### src/rtl/mlp_infer_seq.sv
// rtl/mlp_infer_seq.sv - valid/ready sequencer holding a printed-MLP input for a multicycle settle window.
// Optional MLP_DOUBLE_SAMPLE_EN: samples cls_out twice and flags disagreement on m_err.
module mlp_infer_seq #(
  parameter int FEAT_W = 32,
  parameter int CLS_W  = 2,
  parameter int SETTLE = 4,
  parameter int CNT_W  = 16
) (
  input  logic              clk,
  input  logic              rst_n,
  input  logic              s_valid,
  output logic              s_ready,
  input  logic [FEAT_W-1:0] s_data,
  output logic [FEAT_W-1:0] cls_inp,
  input  logic [CLS_W-1:0]  cls_out,
  output logic              m_valid,
  input  logic              m_ready,
  output logic [CLS_W-1:0]  m_class,
  output logic              m_err,
  output logic              busy,
  input  logic              hist_clr,
  input  logic [CLS_W-1:0]  hist_sel,
  output logic [CNT_W-1:0]  hist_cnt
);

  localparam int NCLS = 2 ** CLS_W;

  typedef enum logic [1:0] {IDLE, WAIT, OUT} state_t;

  state_t            state_q, state_d;
  logic [7:0]        cnt_q, cnt_d;
  logic [FEAT_W-1:0] cls_inp_q, cls_inp_d;
  logic [CLS_W-1:0]  m_class_q, m_class_d;
  logic              m_valid_q, m_valid_d;
  logic [CNT_W-1:0]  hist_q [NCLS];
  logic [CNT_W-1:0]  hist_d [NCLS];
  logic              bump;
`ifdef MLP_DOUBLE_SAMPLE_EN
  logic              phase_q, phase_d;
  logic [CLS_W-1:0]  shadow_q, shadow_d;
  logic              m_err_q, m_err_d;
`endif

  assign s_ready = (state_q == IDLE) || ((state_q == OUT) && m_ready);

  always_comb begin
    state_d   = state_q;
    cnt_d     = cnt_q;
    cls_inp_d = cls_inp_q;
    m_class_d = m_class_q;
    m_valid_d = m_valid_q;
    bump      = 1'b0;
`ifdef MLP_DOUBLE_SAMPLE_EN
    phase_d   = phase_q;
    shadow_d  = shadow_q;
    m_err_d   = m_err_q;
`endif
    case (state_q)
      IDLE: begin
        if (s_valid) begin
          cls_inp_d = s_data;
          cnt_d     = 8'(SETTLE - 1);
          state_d   = WAIT;
        end
      end
      WAIT: begin
        if (cnt_q != 8'd0) begin
          cnt_d = cnt_q - 8'd1;
        end else begin
`ifdef MLP_DOUBLE_SAMPLE_EN
          // First pass through cnt==0 captures the shadow; the second one commits.
          if (!phase_q) begin
            shadow_d = cls_out;
            phase_d  = 1'b1;
          end else begin
            phase_d   = 1'b0;
            m_class_d = cls_out;
            m_err_d   = (shadow_q != cls_out);
            m_valid_d = 1'b1;
            state_d   = OUT;
          end
`else
          m_class_d = cls_out;
          m_valid_d = 1'b1;
          state_d   = OUT;
`endif
        end
      end
      OUT: begin
        if (m_ready) begin
          bump      = 1'b1;
          m_valid_d = 1'b0;
          if (s_valid) begin
            cls_inp_d = s_data;
            cnt_d     = 8'(SETTLE - 1);
            state_d   = WAIT;
          end else begin
            state_d = IDLE;
          end
        end
      end
      default: state_d = IDLE;
    endcase

    for (int i = 0; i < NCLS; i++) begin
      hist_d[i] = hist_q[i];
      if (hist_clr) begin
        hist_d[i] = '0;
      end else if (bump && (m_class_q == CLS_W'(i)) && (hist_q[i] != {CNT_W{1'b1}})) begin
        hist_d[i] = hist_q[i] + 1'b1;
      end
    end
  end

  always_ff @(posedge clk) begin
    if (!rst_n) begin
      state_q   <= IDLE;
      cnt_q     <= '0;
      cls_inp_q <= '0;
      m_class_q <= '0;
      m_valid_q <= 1'b0;
      hist_q    <= '{default: '0};
`ifdef MLP_DOUBLE_SAMPLE_EN
      phase_q   <= 1'b0;
      shadow_q  <= '0;
      m_err_q   <= 1'b0;
`endif
    end else begin
      state_q   <= state_d;
      cnt_q     <= cnt_d;
      cls_inp_q <= cls_inp_d;
      m_class_q <= m_class_d;
      m_valid_q <= m_valid_d;
      hist_q    <= hist_d;
`ifdef MLP_DOUBLE_SAMPLE_EN
      phase_q   <= phase_d;
      shadow_q  <= shadow_d;
      m_err_q   <= m_err_d;
`endif
    end
  end

  assign cls_inp  = cls_inp_q;
  assign m_class  = m_class_q;
  assign m_valid  = m_valid_q;
  assign busy     = (state_q != IDLE);
  assign hist_cnt = hist_q[hist_sel];
`ifdef MLP_DOUBLE_SAMPLE_EN
  assign m_err    = m_err_q;
`else
  assign m_err    = 1'b0;
`endif

endmodule

### config.mk
export PLATFORM = sky130hd
export DESIGN_NAME = mlp_infer_seq
export DESIGN_NICKNAME = d
export VERILOG_FILES = /design/src/rtl/mlp_infer_seq.sv
export SDC_FILE = /design/constraint.sdc
export NUM_CORES = 1
export LEC_CHECK = 0
export CORE_ASPECT_RATIO = 1.75
export CORE_MARGIN = 1.5
export CORE_UTILIZATION = 58
export CTS_CLUSTER_SIZE = 24
export DETAILED_ROUTE_END_ITERATION = 10
export PLACE_DENSITY_LB_ADDON = 0.1
export REMOVE_ABC_BUFFERS = 1
export SKIP_LAST_GASP = 1
export SYNTH_ARGS = -nofsm -noshare
export SYNTH_HDL_FRONTEND = slang
export SYNTH_SLANG_ARGS = --single-unit
### constraint.sdc
create_clock -name clk -period 4 [get_ports clk]
set_input_delay 0.4 -clock clk [delete_from_list [all_inputs] [get_ports clk]]
set_output_delay 0.4 -clock clk [all_outputs]
set_load 0.05 [all_outputs]
==> metrics.md <==
| Metric | Value |
|---|---|
| Post-route ant nets | 0 |
| GR peak layer | met2 |
| HPWL after DPL | 11800 µm |
| Die X-Extent | 77.8 µm |
| Largest delay share family, worst path | buffers and inverters |
| Crit-path slowest cell | clkdlybuf4s50_1 |
| Max-slew violations | 0 |
| TritonCTS buffer count | 9 |
| Synth async-reset ratio | 0 |
| Mapped Area | 5670 µm² |
| Fmax | 332 MHz |
| GRT Overall Usage | 0.313 |
| Layout area overhead | 22.3% |
| Final setup viols | 0 |
| Type of the most critical hold path | register to register |
| Crit path required time | 3.60 ns |
| Hold Startpoint | cls_inp[11] |
| I/O Pins | 95 |
| FF/Latch Area | 2180 µm² |
| Clock slew at reported path FFs | 0.07 ns |
| Chip height | 134 µm |
| # Max-Cap Violations | 0 |
| WS Path Type | input pin to output port |
| GR met1 Demand/Resource | 0.324 |
| Final TNS setup | 0 ns |
| Flop and latch count out of synthesis | 109 |
| Sink Count | 109 |
| # H-tree levels | 3 |
| Fin. Hold Viols | 0 |
| Post-CTS sizing | 0 |
| Antenna diodes | 0 |
| Worst path max stage delay | 0.92 ns |
| Synth cell types | 54 |
| Startpoint Class | input pin |
| RR Startpoint | state_q[0] |
| # nets final | 775 |
| Finished Layout Cells | 854 |
| Cell mode on critical path | clkdlybuf4s50_1 |
| Area leader, netlist | dfxtp_1 |
| Placed Cells | 839 |
| Hold Path Stages | 2 |
| GR Layer Usage met2 | 0.581 |
| RSZ-0062 raised after global routing | no |
| Top FF cell, synth | dfxtp_1 |
| Post-synth EDFFs | 0 |
| Hold EP | cls_inp[11] |
| Worst Path Max Fanout | 16 |
| Ys Warns | 0 |
| Clock skew | 0.00746 ns |
| Crit. path cell count | 3 |
| Post-CTS Hold Buffers | 0 |
| # fillers | 726 |
| Met3 usage | 0.0701 |
| Most instantiated cells after synthesis | dfxtp_1, nand2_1, a21oi_1, a21boi_0, clkbuf_1 |
| Die ar. | 10400 µm² |
| Number of global-route vias before repair | 5588 |
| Leak | 2.22 nW |
| Clock Latency Late Sink | 0.35 ns |
| Clk root buf | clkbuf_16 |
| Deepest clock path buffer count | 2 |
| Period utilization | 0.752 |
| Dominant cell by count in the synthesized netlist | dfxtp_1 |
| Slew @ Worst Pin | 1.14 ns |
| Drc violations | 0 |
| Critical path buffers and inverters | 2 |
| First-pass GRT wire length | 26000 µm |
| Crit path time final | 3.01 ns |
| Initial DRC count | 375 |
| Post-CTS Setup Inserts | 0 |
| CTS tree | yes |
| Initial antenna violation count | 0 |
| Largest net degree at the start of global routing | 41 |
| Critical Path AT | 2.61 ns |
| Avg Inst Size Synth | 8.65 µm² |
| Initial Utilization | 0.599 |
| Top post-synthesis cells by area | dfxtp_1, nand2_1, mux4_2 |
| Worst r2r dst | hist_q[57] |
| Multi-input gate area | 3270 µm² |
| Final GP Congestion | 0.965 |
| Avg WL per Cell | 18.5 µm |
| R2R setup slack | 1.63 ns |
| Share of post-route cells with drive strength above 1 | 0.0628 |
| Gr ovfl total | 0 |
| Port bufs | 93 |
| Worst relative slew slack | 0.243 |
| Synth top area share | 0.385 |
| Wirelength, routed | 15800 µm |
| Core area | 9470 µm² |
| Routed vias | 5552 |
| Worst vdd rail ir drop | 0.000311 V |
| Status | completed |
| Via density | 6.50 |
| Register-to-Register Path Depth | 4 |
| Worst Setup End Kind | output port |
| Seq/Total Area, Yosys | 0.385 |
| Crit path cell chain | clkdlybuf4s50_1 > mux4_2 > clkdlybuf4s50_1 |
| Syn Inst Count | 656 |
| Row count | 47 |
| Initial DRT Pass Iterations | 6 |
| PwrDens | 350 nW/µm² |
-- through the flow --
| step | power (mW) | hold WS (ns) | utilization | instance area, µm² | setup slack, ns |
|---|---|---|---|---|---|
| 6_report | 2.43 | 0.464 | 0.733 | 6940 | 0.992 |
| 5_1_grt | 2.51 | 0.493 | 0.733 | 6940 | 0.924 |
| 4_1_cts | 2.44 | 0.466 | 0.733 | 6940 | 1.00 |
| 3_5_place_dp | 1.56 | 0.458 | 0.702 | 6650 | 1.00 |
| 3_3_place_gp | 1.55 | 0.448 | 0.702 | 6650 | 1.06 |
| 2_1_floorplan | 1.40 | 0.449 | - | 5510 | 1.79 |
-- cells by family after synthesis --
group | share of synthesized area
simple gates | 0.281
compound gates | 0.196
flops | 0.385
buf+inv | 0.0397
mux | 0.0794
fa+ha+maj | 0.0132
xor+xnor | 0.00618
other cells | 0.000661
-- layout make-up --
cell class / count / share of cell area
Inverter: 17 / 0.00920
Sequential cell: 109 / 0.315
Timing Repair Buffer: 99 / 0.141
Tap cell: 122 / 0.0220
Clock inverter: 3 / 0.00667
Clock buffer: 12 / 0.0355
Multi-Input combinational cell: 492 / 0.471
-- flip-flops by register name, summed over array words and instances, names as in the netlist --
name,cells
hist_q,64
cls_inp,32
cnt_q,8
m_class,2
state_q,2
m_valid,1
-- per-layer routing --
metal / up-vias / routed length, µm
li1: 2631 / -
met1: 2635 / 5590
met2: 235 / 8510
met3: 51 / 1100
met4: 0 / 575
met5: - / 0
-- worst min-delay path, cell delays in order (launching register included) --
cell	delay, ns
dfxtp_1	0.31
nand2_1	0.05
a21boi_0	0.06
-- worst max-delay path by stage --
| stage | startpoint | endpoint | slack [ns] |
|---|---|---|---|
| 2_1_floorplan | m_class[1] | hist_q[12] | 1.79 |
| 3_3_place_gp | hist_sel[0] | hist_cnt[15] | 1.06 |
| 3_5_place_dp | hist_sel[0] | hist_cnt[15] | 1.00 |
| 4_1_cts | hist_sel[0] | hist_cnt[15] | 1.00 |
| 5_1_grt | hist_sel[0] | hist_cnt[15] | 0.92 |
| 6_report | hist_sel[0] | hist_cnt[15] | 0.99 |
-- cell usage in the layout, fill, tap and decap left out, types with 7 or more instances in the layout --
cell type and count:
a21boi_0 35, nand2_1 105, clkbuf_16 9, nand4_1 27, o311ai_0 8, nor3_1 7, mux2i_1 9, nand3_1 28
or3_1 8, and4_1 12, clkdlybuf4s50_1 93, o211ai_1 9, o21ai_0 16, inv_1 17, dfxtp_1 109, nand2b_1 8
nor2_1 18, mux4_2 16, a21oi_1 40, or4_1 29, nor4_1 11, o31ai_1 27, and3_1 11
-- power breakdown --
group | total (mW) | internal (mW) | leakage, nW | switching, mW
clock | 0.887 | 0.501 | 0.139 | 0.386
sequential | 1.15 | 1.12 | 0.884 | 0.0263
combinational | 0.391 | 0.146 | 1.19 | 0.246
Note: power is estimated with default switching activity, not from simulation.
